==> src/rtl/tinker_mem_arbiter_pkg.sv <==
// Shared types and constants for the Tinker memory arbiter.
// Imported by the arbiter, its picker and the bench.
package tinker_mem_pkg;

  typedef enum logic [1:0] {
    IDLE,
    ISSUE,
    WAIT,
    RESP
  } state_e;

  typedef enum logic {
    PORT_IF,
    PORT_D
  } port_e;

  localparam int unsigned MEM_BYTES_DEF = 524288;

  localparam logic SZ_W4 = 1'b0;
  localparam logic SZ_W8 = 1'b1;

  function automatic logic [64:0] size_bytes(
    input logic sz
  );
    return sz ? 65'd8 : 65'd4;
  endfunction

endpackage

==> src/rtl/tinker_mem_arbiter_if.sv <==
// Request/response and memory bus bundle of the arbiter.
// slave = arbiter side, master = requesters plus memory.
interface tinker_mem_arbiter_if;

  logic        if_req_valid;
  logic        if_req_ready;
  logic [63:0] if_addr;
  logic        if_flush;
  logic        if_rsp_valid;
  logic [31:0] if_rsp_data;
  logic        if_rsp_err;

  logic        d_req_valid;
  logic        d_req_ready;
  logic        d_req_we;
  logic [63:0] d_addr;
  logic [63:0] d_wdata;
  logic        d_rsp_valid;
  logic [63:0] d_rsp_data;
  logic        d_rsp_err;

  logic        mem_en;
  logic        mem_we;
  logic        mem_size;
  logic [63:0] mem_addr;
  logic [63:0] mem_wdata;
  logic [63:0] mem_rdata;

  modport slave (
    input  if_req_valid,
    input  if_addr,
    input  if_flush,
    input  d_req_valid,
    input  d_req_we,
    input  d_addr,
    input  d_wdata,
    input  mem_rdata,
    output if_req_ready,
    output if_rsp_valid,
    output if_rsp_data,
    output if_rsp_err,
    output d_req_ready,
    output d_rsp_valid,
    output d_rsp_data,
    output d_rsp_err,
    output mem_en,
    output mem_we,
    output mem_size,
    output mem_addr,
    output mem_wdata
  );

  modport master (
    output if_req_valid,
    output if_addr,
    output if_flush,
    output d_req_valid,
    output d_req_we,
    output d_addr,
    output d_wdata,
    output mem_rdata,
    input  if_req_ready,
    input  if_rsp_valid,
    input  if_rsp_data,
    input  if_rsp_err,
    input  d_req_ready,
    input  d_rsp_valid,
    input  d_rsp_data,
    input  d_rsp_err,
    input  mem_en,
    input  mem_we,
    input  mem_size,
    input  mem_addr,
    input  mem_wdata
  );

endinterface

==> src/rtl/tinker_mem_arbiter_arb.sv <==
// Two-way round-robin picker; last_grant moves only on a
// completed handshake so an unaccepted offer never rotates.
module tinker_rr_arb2
  import tinker_mem_pkg::*;
(
  input  logic clk,
  input  logic reset,
  input  logic req_if,
  input  logic req_d,
  input  logic update,
  output logic gnt_if,
  output logic gnt_d
);

  port_e last_q;
  port_e last_d;

  always_comb begin
    gnt_if = req_if & (~req_d | (last_q == PORT_D));
    gnt_d  = req_d & ~gnt_if;
    last_d = last_q;
    if (update) begin
      last_d = gnt_if ? PORT_IF : PORT_D;
    end
  end

  always_ff @(posedge clk or posedge reset) begin
    if (reset) begin
      last_q <= PORT_D;
    end else begin
      last_q <= last_d;
    end
  end

endmodule

==> src/rtl/tinker_mem_arbiter.sv <==
// Single-outstanding arbiter between fetch and data requesters
// in front of the fixed-latency Tinker memory.
module tinker_mem_arbiter
  import tinker_mem_pkg::*;
#(
  parameter int unsigned MEM_BYTES = MEM_BYTES_DEF,
  parameter int unsigned MEM_LAT   = 2
) (
  input  logic                 clk,
  input  logic                 reset,
  tinker_mem_arbiter_if.slave  bus
);

  localparam int CW = $clog2(MEM_LAT + 1);

  state_e        state_q, state_d;
  port_e         port_q, port_d;
  logic          we_q, we_d;
  logic          drop_q, drop_d;
  logic [CW-1:0] cnt_q, cnt_d;

  logic          if_rsp_valid_q, if_rsp_valid_d;
  logic [31:0]   if_rsp_data_q, if_rsp_data_d;
  logic          if_rsp_err_q, if_rsp_err_d;
  logic          d_rsp_valid_q, d_rsp_valid_d;
  logic [63:0]   d_rsp_data_q, d_rsp_data_d;
  logic          d_rsp_err_q, d_rsp_err_d;
  logic          mem_en_q, mem_en_d;
  logic          mem_we_q, mem_we_d;
  logic          mem_size_q, mem_size_d;
  logic [63:0]   mem_addr_q, mem_addr_d;
  logic [63:0]   mem_wdata_q, mem_wdata_d;

  logic          req_if, req_d;
  logic          gnt_if, gnt_d;
  logic          hs;
  logic [63:0]   sel_addr;
  logic [63:0]   sel_wdata;
  logic          sel_we;
  logic          sel_size;
  logic [64:0]   end_addr;
  logic          fault;

  assign req_if = bus.if_req_valid & (state_q == IDLE) & ~reset;
  assign req_d  = bus.d_req_valid & (state_q == IDLE) & ~reset;
  assign hs     = gnt_if | gnt_d;

  tinker_rr_arb2 u_arb (
    .clk    (clk),
    .reset  (reset),
    .req_if (req_if),
    .req_d  (req_d),
    .update (hs),
    .gnt_if (gnt_if),
    .gnt_d  (gnt_d)
  );

  assign sel_addr  = gnt_if ? bus.if_addr : bus.d_addr;
  assign sel_wdata = gnt_if ? 64'd0 : bus.d_wdata;
  assign sel_we    = gnt_d & bus.d_req_we;
  assign sel_size  = gnt_if ? SZ_W4 : SZ_W8;

  // 65-bit sum so addresses near 2^64 fault instead of wrapping
  assign end_addr = {1'b0, sel_addr} + size_bytes(sel_size);
  assign fault    = (end_addr > 65'(MEM_BYTES))
                  | (gnt_if & (sel_addr[1:0] != 2'b00));

  always_comb begin
    state_d        = state_q;
    port_d         = port_q;
    we_d           = we_q;
    drop_d         = drop_q;
    cnt_d          = cnt_q;
    if_rsp_valid_d = 1'b0;
    if_rsp_data_d  = if_rsp_data_q;
    if_rsp_err_d   = if_rsp_err_q;
    d_rsp_valid_d  = 1'b0;
    d_rsp_data_d   = d_rsp_data_q;
    d_rsp_err_d    = d_rsp_err_q;
    mem_en_d       = 1'b0;
    mem_we_d       = mem_we_q;
    mem_size_d     = mem_size_q;
    mem_addr_d     = mem_addr_q;
    mem_wdata_d    = mem_wdata_q;

    if ((state_q != IDLE) && (port_q == PORT_IF)
        && bus.if_flush) begin
      drop_d = 1'b1;
    end

    unique case (state_q)
      IDLE: begin
        if (hs) begin
          port_d = gnt_if ? PORT_IF : PORT_D;
          we_d   = sel_we;
          drop_d = 1'b0;
          if (fault) begin
            state_d = RESP;
            if (gnt_if) begin
              if_rsp_valid_d = 1'b1;
              if_rsp_data_d  = 32'd0;
              if_rsp_err_d   = 1'b1;
            end else begin
              d_rsp_valid_d = 1'b1;
              d_rsp_data_d  = 64'd0;
              d_rsp_err_d   = 1'b1;
            end
          end else begin
            state_d     = ISSUE;
            mem_en_d    = 1'b1;
            mem_we_d    = sel_we;
            mem_size_d  = sel_size;
            mem_addr_d  = sel_addr;
            mem_wdata_d = sel_wdata;
          end
        end
      end
      ISSUE: begin
        state_d = WAIT;
        cnt_d   = CW'(1);
      end
      WAIT: begin
        if (cnt_q == CW'(MEM_LAT)) begin
          state_d = RESP;
          if (port_q == PORT_IF) begin
            if_rsp_valid_d = ~drop_d;
            if_rsp_data_d  = bus.mem_rdata[31:0];
            if_rsp_err_d   = 1'b0;
          end else begin
            d_rsp_valid_d = 1'b1;
            d_rsp_data_d  = we_q ? 64'd0 : bus.mem_rdata;
            d_rsp_err_d   = 1'b0;
          end
        end else begin
          cnt_d = cnt_q + CW'(1);
        end
      end
      RESP: begin
        state_d = IDLE;
      end
      default: begin
        state_d = IDLE;
      end
    endcase
  end

  always_ff @(posedge clk or posedge reset) begin
    if (reset) begin
      state_q        <= IDLE;
      port_q         <= PORT_IF;
      we_q           <= 1'b0;
      drop_q         <= 1'b0;
      cnt_q          <= '0;
      if_rsp_valid_q <= 1'b0;
      if_rsp_data_q  <= 32'd0;
      if_rsp_err_q   <= 1'b0;
      d_rsp_valid_q  <= 1'b0;
      d_rsp_data_q   <= 64'd0;
      d_rsp_err_q    <= 1'b0;
      mem_en_q       <= 1'b0;
      mem_we_q       <= 1'b0;
      mem_size_q     <= 1'b0;
      mem_addr_q     <= 64'd0;
      mem_wdata_q    <= 64'd0;
    end else begin
      state_q        <= state_d;
      port_q         <= port_d;
      we_q           <= we_d;
      drop_q         <= drop_d;
      cnt_q          <= cnt_d;
      if_rsp_valid_q <= if_rsp_valid_d;
      if_rsp_data_q  <= if_rsp_data_d;
      if_rsp_err_q   <= if_rsp_err_d;
      d_rsp_valid_q  <= d_rsp_valid_d;
      d_rsp_data_q   <= d_rsp_data_d;
      d_rsp_err_q    <= d_rsp_err_d;
      mem_en_q       <= mem_en_d;
      mem_we_q       <= mem_we_d;
      mem_size_q     <= mem_size_d;
      mem_addr_q     <= mem_addr_d;
      mem_wdata_q    <= mem_wdata_d;
    end
  end

  assign bus.if_req_ready = gnt_if;
  assign bus.d_req_ready  = gnt_d;
  // a flush landing on the response cycle still hides the pulse
  assign bus.if_rsp_valid = if_rsp_valid_q & ~bus.if_flush;
  assign bus.if_rsp_data  = if_rsp_data_q;
  assign bus.if_rsp_err   = if_rsp_err_q;
  assign bus.d_rsp_valid  = d_rsp_valid_q;
  assign bus.d_rsp_data   = d_rsp_data_q;
  assign bus.d_rsp_err    = d_rsp_err_q;
  assign bus.mem_en       = mem_en_q;
  assign bus.mem_we       = mem_we_q;
  assign bus.mem_size     = mem_size_q;
  assign bus.mem_addr     = mem_addr_q;
  assign bus.mem_wdata    = mem_wdata_q;

endmodule

==> src/flat_wrapper.sv <==
// flat-port wrapper written by rule: the top's interface ports become plain ports
module tinker_mem_arbiter_flat import tinker_mem_pkg::*;
#(
  parameter int unsigned MEM_BYTES = MEM_BYTES_DEF,
  parameter int unsigned MEM_LAT   = 2
)
  (clk, reset, bus_if_req_valid, bus_if_addr, bus_if_flush, bus_d_req_valid, bus_d_req_we, bus_d_addr, bus_d_wdata, bus_mem_rdata, bus_if_req_ready, bus_if_rsp_valid, bus_if_rsp_data, bus_if_rsp_err, bus_d_req_ready, bus_d_rsp_valid, bus_d_rsp_data, bus_d_rsp_err, bus_mem_en, bus_mem_we, bus_mem_size, bus_mem_addr, bus_mem_wdata);
  tinker_mem_arbiter_if bus_i ();
  input  logic clk;
  input  logic reset;
  input wire logic [$bits(bus_i.if_req_valid)-1:0] bus_if_req_valid;
  input wire logic [$bits(bus_i.if_addr)-1:0] bus_if_addr;
  input wire logic [$bits(bus_i.if_flush)-1:0] bus_if_flush;
  input wire logic [$bits(bus_i.d_req_valid)-1:0] bus_d_req_valid;
  input wire logic [$bits(bus_i.d_req_we)-1:0] bus_d_req_we;
  input wire logic [$bits(bus_i.d_addr)-1:0] bus_d_addr;
  input wire logic [$bits(bus_i.d_wdata)-1:0] bus_d_wdata;
  input wire logic [$bits(bus_i.mem_rdata)-1:0] bus_mem_rdata;
  output wire logic [$bits(bus_i.if_req_ready)-1:0] bus_if_req_ready;
  output wire logic [$bits(bus_i.if_rsp_valid)-1:0] bus_if_rsp_valid;
  output wire logic [$bits(bus_i.if_rsp_data)-1:0] bus_if_rsp_data;
  output wire logic [$bits(bus_i.if_rsp_err)-1:0] bus_if_rsp_err;
  output wire logic [$bits(bus_i.d_req_ready)-1:0] bus_d_req_ready;
  output wire logic [$bits(bus_i.d_rsp_valid)-1:0] bus_d_rsp_valid;
  output wire logic [$bits(bus_i.d_rsp_data)-1:0] bus_d_rsp_data;
  output wire logic [$bits(bus_i.d_rsp_err)-1:0] bus_d_rsp_err;
  output wire logic [$bits(bus_i.mem_en)-1:0] bus_mem_en;
  output wire logic [$bits(bus_i.mem_we)-1:0] bus_mem_we;
  output wire logic [$bits(bus_i.mem_size)-1:0] bus_mem_size;
  output wire logic [$bits(bus_i.mem_addr)-1:0] bus_mem_addr;
  output wire logic [$bits(bus_i.mem_wdata)-1:0] bus_mem_wdata;
  assign bus_i.if_req_valid = bus_if_req_valid;
  assign bus_i.if_addr = bus_if_addr;
  assign bus_i.if_flush = bus_if_flush;
  assign bus_i.d_req_valid = bus_d_req_valid;
  assign bus_i.d_req_we = bus_d_req_we;
  assign bus_i.d_addr = bus_d_addr;
  assign bus_i.d_wdata = bus_d_wdata;
  assign bus_i.mem_rdata = bus_mem_rdata;
  assign bus_if_req_ready = bus_i.if_req_ready;
  assign bus_if_rsp_valid = bus_i.if_rsp_valid;
  assign bus_if_rsp_data = bus_i.if_rsp_data;
  assign bus_if_rsp_err = bus_i.if_rsp_err;
  assign bus_d_req_ready = bus_i.d_req_ready;
  assign bus_d_rsp_valid = bus_i.d_rsp_valid;
  assign bus_d_rsp_data = bus_i.d_rsp_data;
  assign bus_d_rsp_err = bus_i.d_rsp_err;
  assign bus_mem_en = bus_i.mem_en;
  assign bus_mem_we = bus_i.mem_we;
  assign bus_mem_size = bus_i.mem_size;
  assign bus_mem_addr = bus_i.mem_addr;
  assign bus_mem_wdata = bus_i.mem_wdata;
  tinker_mem_arbiter #(.MEM_BYTES(MEM_BYTES), .MEM_LAT(MEM_LAT)) u_core (.clk(clk), .reset(reset), .bus(bus_i));
endmodule
==> config.mk <==
export PLATFORM = sky130hd
export DESIGN_NAME = tinker_mem_arbiter_flat
export DESIGN_NICKNAME = d
export VERILOG_FILES = /design/src/rtl/tinker_mem_arbiter_pkg.sv /design/src/rtl/tinker_mem_arbiter_if.sv /design/src/rtl/tinker_mem_arbiter_arb.sv /design/src/rtl/tinker_mem_arbiter.sv /design/src/flat_wrapper.sv
export SDC_FILE = /design/constraint.sdc
export NUM_CORES = 1
export LEC_CHECK = 0
export ABC_AREA = 1
export CAP_MARGIN = 20
export CORE_AREA = 3 3 189 191
export CTS_BUF_LIST = sky130_fd_sc_hd__clkbuf_4
export DETAILED_ROUTE_END_ITERATION = 8
export DIE_AREA = 0 0 192 194
export HOLD_SLACK_MARGIN = 0.12
export PLACE_DENSITY_LB_ADDON = 0.08
export SYNTH_ARGS = -nofsm -noshare
export SYNTH_HDL_FRONTEND = slang
export SYNTH_SLANG_ARGS = --single-unit
==> constraint.sdc <==
create_clock -name clk -period 27.1 [get_ports clk]
set_input_delay 8.13 -clock clk [delete_from_list [all_inputs] [get_ports clk]]
set_output_delay 8.13 -clock clk [all_outputs]
set_load 0.005 [all_outputs]
# [Yosys cells after proc, flatten, opt, wreduce, memory -nomap -nowiden]
# Index checks and enable logic that the tools add are counted.
# W data, S select, Z words.
[classes] add_sub_neg=2 n_lt_le_gt_ge=1 n_eq_ne=12 n_mux=52 bitwise=19 reduce_logical=13
[ops] cell="$mux W64" n=8
[ops] cell="$mux W32" n=5
[ops] cell="$pmux W64 S2" n=1
[ops] cell="$add A64 B65 Y65" n=1
[ops] cell="$gt A65 B20 Y1 const B" n=1
[ops] cell="$pmux W32 S2" n=1
[ops] cell="$mux W1" n=26
[ops] cell="$reduce_and A6 Y1" n=2
[ops] cell="$ne A2 B1 Y1 const B" n=5
[ops] cell="$and A1 B1 Y1" n=9
[ops] cell="$mux W2" n=4
[ops] cell="$pmux W1 S2" n=4
[ops] cell="$pmux W2 S4" n=1
[ops] cell="$reduce_bool A2 Y1" n=4
[ops] cell="$not A1 Y1" n=7
[ops] cell="$eq A2 B2 Y1 const B" n=3
[ops] cell="$ne A2 B2 Y1 const B" n=3
[ops] cell="$reduce_and A2 Y1" n=3
[ops] cell="$mux W4" n=1
[ops] cell="$pmux W2 S2" n=1
[ops] cell="$or A1 B1 Y1" n=3
[ops] cell="$reduce_and A3 Y1" n=1
[ops] cell="$add A2 B1 Y2 const B" n=1
[ops] cell="$eq A2 B1 Y1 const B" n=1
[ops] cell="2 further kinds" n=3
[word_totals] ff_bits=239 inputBits=262 output_inout_bits=233 elab_cells=116

# [Longest topological paths before layout]
[logic_depth] depth_word=13 ltp_mapped=36 depth_no_buf=30

# [By module]
# A second synthesis with hierarchy kept.
[unflattened] hier_cells=2121 area_unflattened_um2=13977.2
[modules_own_cells] mod="tinker_mem_arbiter" instances=1 cells_each=2110 area_per_inst_um2=13908.3 seq_area_each_um2=5955.7
[modules_own_cells] mod="tinker_rr_arb2" instances=1 cells_each=11 area_per_inst_um2=68.8 seq_area_each_um2=26.3

# [Worst setup path after synthesis]
# Ideal clock, no wire load.
[synth_path] kind="input -> output" from="in reset" to="out bus_d_req_ready" arrival_ns=14.578 t_required_ns=18.970 slack_ns=4.392 path_stages=8 n_path_buf=3 path_cell_list="inv_1 nand3_2 nor2_4 buf_6 buf_2 buf_2 nor2_1 nor2_1"
[synth_via] elab_chain_cells=7 elab_cells_between_ends=8 classes_between="bitwise: 8"
[synth_rtl] item="start, declared" line="flat_wrapper.sv:10" rtl="input logic reset;"
[synth_rtl] item="$not A1 Y1 (*)" line="tinker_mem_arbiter.sv:44, tinker_mem_arbiter.sv:45"
[synth_rtl] item="$and A1 B1 Y1" line="tinker_mem_arbiter.sv:45" rtl="assign req_d = bus.d_req_valid & (state_q == IDLE) & ~reset;"
[synth_rtl] item="$not A1 Y1" line="tinker_mem_arbiter_arb.sv:19" rtl="gnt_if = req_if & (~req_d | (last_q == PORT_D));"
[synth_rtl] item="$or A1 B1 Y1" line="tinker_mem_arbiter_arb.sv:19"
[synth_rtl] item="$and A1 B1 Y1 (*)" line="tinker_mem_arbiter_arb.sv:19"
[synth_rtl] item="net bus_if_req_ready" line="flat_wrapper.sv:19" rtl="output wire logic [$bits(bus_i.if_req_ready)-1:0] bus_if_req_ready;"
[synth_rtl] item="$not A1 Y1 (*)" line="tinker_mem_arbiter_arb.sv:20" rtl="gnt_d = req_d & ~gnt_if;"
[synth_rtl] item="$and A1 B1 Y1 (*)" line="tinker_mem_arbiter_arb.sv:20"
[synth_rtl] item="end, declared" line="flat_wrapper.sv:23" rtl="output wire logic [$bits(bus_i.d_req_ready)-1:0] bus_d_req_ready;"
# Mark *: on every way through the listed nets, which the timed path passes. The rest lies on a longest branch.

# [Worst setup path in the final report]
[layout_path] from="in reset" to="out bus_d_req_ready"
[layout_via] elab_chain_cells=7 elab_cells_between_ends=8 classes_between="bitwise: 8"
[layout_rtl] item="$not A1 Y1 (*)" line="tinker_mem_arbiter.sv:44, tinker_mem_arbiter.sv:45"
[layout_rtl] item="$and A1 B1 Y1" line="tinker_mem_arbiter.sv:45"
[layout_rtl] item="$not A1 Y1" line="tinker_mem_arbiter_arb.sv:19"
[layout_rtl] item="$or A1 B1 Y1" line="tinker_mem_arbiter_arb.sv:19"
[layout_rtl] item="$and A1 B1 Y1" line="tinker_mem_arbiter_arb.sv:19"
[layout_rtl] item="$not A1 Y1" line="tinker_mem_arbiter_arb.sv:20"
[layout_rtl] item="$and A1 B1 Y1 (*)" line="tinker_mem_arbiter_arb.sv:20"
# Every way passes the cells marked *; elsewhere a longest branch is shown, timed or not.

==> impl_metrics.py <==
metrics = {
    "global_route": {
        "antenna_found_initial": 9,
        "overflow": 0,
        "grt_pass1_vias": 14700,
        "grt_max_degree": 131,
        "use_met2_pct": 46.14,
        "track_usage_pct": 28.23,
        "grtUsageMet3_pct": 6.563,
        "grt_pass1_wl_mm": 82.51,
        "grt-busiest-layer": "met2",
        "use_met1_pct": 35.06,
    },
    "drt": {
        "vias": 15270,
        "ant_nets": 0,
        "vias_per_cell": 4.941,
        "dr.pass1.iters": 6,
        "detail_route.wl_per_cell_um": 17.42,
        "wl_mm": 53.83,
        "route.detailed.drc": 0,
        "drt-initial-drc-count": 1073,
    },
    "pwr": {
        "leakage_nw": 10.57,
        "p_per_area_nw_per_um2": 66.19,
        "vdd_drop_max_uv": 60.80,
    },
    "floorplanning": {
        "pin_count": 495,
        "core-area_um2": 34290,
        "die-height_um": 194,
        "die_x_um": 192,
        "die_area_um2": 37250,
        "row_count": 68,
        "start_util_pct": 42.08,
    },
    "clocking": {
        "clock_latency_ns": 0.69,
        "h-tree-depth": 3,
        "cts-buffers-inserted": 66,
        "hold_buffers": 0,
        "cts_setup_buffers": 0,
        "cts.repair.resized": 0,
        "tritoncts": "built",
        "clk_path_buf_depth": 3,
        "clock_sinks": 239,
        "cts_root_buf": "clkbuf_4",
        "clk_pin_slew_ns": 0.06,
    },
    "yosys": {
        "synth_compound_area_share_pct": 5.697,
        "ys_seq_elements": 239,
        "yosys_warnings": 0,
        "synth_fp_nets": 2390,
        "syn_avg_cell_area_um2": 6.800,
        "synth_cell_types": 40,
        "synth_xor_xnor_area_share_pct": 0.9105,
        "netlist_area_um2": 14430,
        "synth_fa_ha_area_share_pct": 0.5203,
        "yosys.area_share.simple_pct": 40.26,
        "synth.mux.area_fraction_pct": 0.06937,
        "ys_seq_area_share_pct": 41.46,
        "syn_inst": 2122,
        "synth_top_family_by_area": "simple AND/OR/NAND/NOR gates",
    },
    "worst_setup_path": {
        "critical_path_class": "in -> out",
        "reg2reg_to": "u_core.bus.mem_wdata[60]",
        "startpoint": "reset",
        "rr_worst_depth": 26,
        "timing.rr.start": "u_core.state_q[0]",
        "endpoint_kind": "primary output",
        "critPathCapture": "bus_d_req_ready",
        "cp.required_ns": 18.97,
        "rrSetupSlack_ns": 19.41,
        "critPathMaxFanout": 94,
        "crit_arrival_ns": 10.85,
        "startpoint_type": "input pin",
    },
    "finish": {
        "drive_gt1_share_pct": 7.382,
        "layout.nets": 2859,
        "final_util_pct": 59.20,
        "synthToLayoutAreaGrowth_pct": 40.69,
    },
    "timing": {
        "period_share_pct": 70.04,
        "maxSlewViolCount": 0,
        "period_needed_ns": 18.98,
        "max_freq_mhz": 52.68,
        "hold_violations": 0,
        "fin_setup_tns_ns": 0,
        "clock_skew_ns": 0.05703,
        "worst_slack_ns": 8.118,
        "hold_slack_ns": 0.4613,
        "slew_headroom_pct": 23.51,
        "tightest_slew_ns": 1.147,
        "rsz0062_at_grt": "false",
        "setup_viol": 0,
    },
    "run": {
        "maxCapViolCount": 0,
    },
    "placement": {
        "hpwlAfterDp_mm": 40.63,
        "post-place-ws_ns": 8.037,
        "place_congestion": 0.9808,
        "port_buffers": 494,
    },
    "outcome": {
        "status": "finished, final reports clean",
    },
    "min_path": {
        "hp-class": "reg -> reg",
    },
}
-- state kept, by name (all words and copies together), names as in the netlist --
register and flops:
u_core.bus.d_rsp_data 64, u_core.bus.d_rsp_err 1, u_core.bus.d_rsp_valid 1, u_core.bus.if_rsp_data 32, u_core.bus.if_rsp_err 1, u_core.bus.mem_addr 64
u_core.bus.mem_en 1, u_core.bus.mem_size 1, u_core.bus.mem_wdata 64, u_core.bus.mem_we 1, u_core.cnt_q 2, u_core.drop_q 1
u_core.if_rsp_valid_q 1, u_core.port_q 1, u_core.state_q 2, u_core.u_arb.last_q 1, u_core.we_q 1
-- synth_stat cells --
cell type	number	area (um^2)
inv_2	1	3.750
o21ai_0	31	155.2
nand2_4	2	22.52
xor2_1	12	105.1
nand3b_1	20	150.1
nand2_2	5	31.28
dfrtp_1	238	5956
xnor2_1	3	26.28
buf_2	20	100.1
nand4_1	123	769.5
nor2_1	236	885.9
buf_6	22	247.7
and2_4	1	8.760
a21oi_1	4	20.02
mux2i_1	1	10.01
o21ai_1	58	290.3
nand3_1	82	410.4
a21oi_2	1	8.760
a221oi_1	1	8.760
nor2_4	3	33.78
inv_1	251	942.2
or2_2	2	12.51
buf_4	14	105.1
ha_1	6	75.07
dfstp_2	1	26.28
buf_1	10	37.54
nor2_2	15	93.84
nor2_8	1	20.02
and3_1	2	12.51
nand3_2	3	30.03
clkbuf_1	41	153.9
clkbuf_2	1	5.000
clkinv_1	1	3.750
o21bai_1	2	15.01
nand4_2	2	25.02
nand2_1	857	3217
nor4_1	1	6.260
o21ai_2	37	324.1
nand3_4	2	35.03
nor3_1	9	45.04
-- worst max-delay path, stage by stage --
cell,delay [ns]
clkdlybuf4s50_1,0.63
inv_8,0.56
nand3_2,0.18
nor2_4,0.15
buf_4,0.45
nor2_1,0.18
clkdlybuf4s50_1,0.53
-- cell usage in the layout, fill, tap and decap left out, types with 2 or more instances in the layout --
master           synthesis  routed
nand2_1                857     856
clkdlybuf4s50_1          0     494
inv_1                  251     250
dfrtp_1                238     238
nor2_1                 236     236
nand4_1                123     123
clkbuf_4                 0      94
nand3_1                 82      81
o21ai_1                 58      58
o21ai_2                 37      37
o21ai_0                 31      31
nand3b_1                20      20
nor2_2                  15      15
buf_4                   14      13
xor2_1                  12      12
clkinv_1                 1       8
nor3_1                   9       8
diode_2                  0       7
ha_1                     6       6
nand2_2                  5       5
nand3_2                  3       4
a21oi_1                  4       4
nor2_4                   3       3
xnor2_1                  3       3
nand2_4                  2       2
nand3_4                  2       2
inv_2                    1       2
nand4_2                  2       2
and3_1                   2       2
or2_2                    2       2
o21bai_1                 2       2
bufinv_16                0       2
-- cell families (layout without fill, tap and decap cells) --
logic type,count (synthesis),after routing
and+or+nand+nor,1366,1366
buffers and inverters,361,867
DFF,239,239
AOI/OAI and AO/OA,134,134
xor gates and xnor gates,15,15
adders and majority gates,6,6
muxes,1,1
other,0,7
-- area by class of cell --
class | count | area, um^2
antenna | 7 | 17.52
clock buffer | 94 | 705.7
multi-input combinational | 1522 | 6892
clock inverter | 11 | 98.84
tap | 455 | 569.3
inverter | 253 | 957.2
fill | 3290 | 13990
sequential | 239 | 5982
timing repair buffer | 509 | 5077
-- where the power goes --
group	total (mW)	internal [mW]	switching [mW]
clock	0.324	0.177	0.148
sequential	0.443	0.412	0.0308
combinational	0.577	0.208	0.369
-- routing by layer --
layer	share of wire, %	vias up	wire, um
met2	47	605	25560
met1	40	6941	21430
met3	8.0	133	4283
met4	4.7	4	2529
met5	0.043	-	23
li1	-	7584	-
-- worst min path at each step --
| stage | start | endpoint | slack [ns] | cells past startpoint |
|---|---|---|---|---|
| global placement | u_core.bus.mem_addr[51] | u_core.bus.mem_addr[51] | 0.45 | 2 |
| global route | u_core.bus.mem_addr[30] | u_core.bus.mem_addr[30] | 0.48 | 2 |
| detailed placement | u_core.bus.mem_addr[37] | u_core.bus.mem_addr[37] | 0.45 | 2 |
| finish | u_core.bus.mem_addr[37] | u_core.bus.mem_addr[37] | 0.46 | 2 |
| floorplan | u_core.cnt_q[0] | u_core.cnt_q[0] | 0.45 | 2 |
| CTS | u_core.bus.mem_addr[37] | u_core.bus.mem_addr[37] | 0.47 | 2 |
-- through the flow --
| stage | total power, mW | cell area [um^2] | std cells |
|---|---|---|---|
| 6_report | 1.344 | 20300 | 3090 |
| 3_5_place_dp | 1.021 | 19440 | 2976 |
| 3_3_place_gp | 1.011 | 19440 | 2976 |
| 5_1_grt | 1.438 | 20300 | 3089 |
| 2_1_floorplan | 0.7729 | 14430 | 2122 |
| 4_1_cts | 1.352 | 20250 | 3081 |
(Power assumes the default switching activity.)
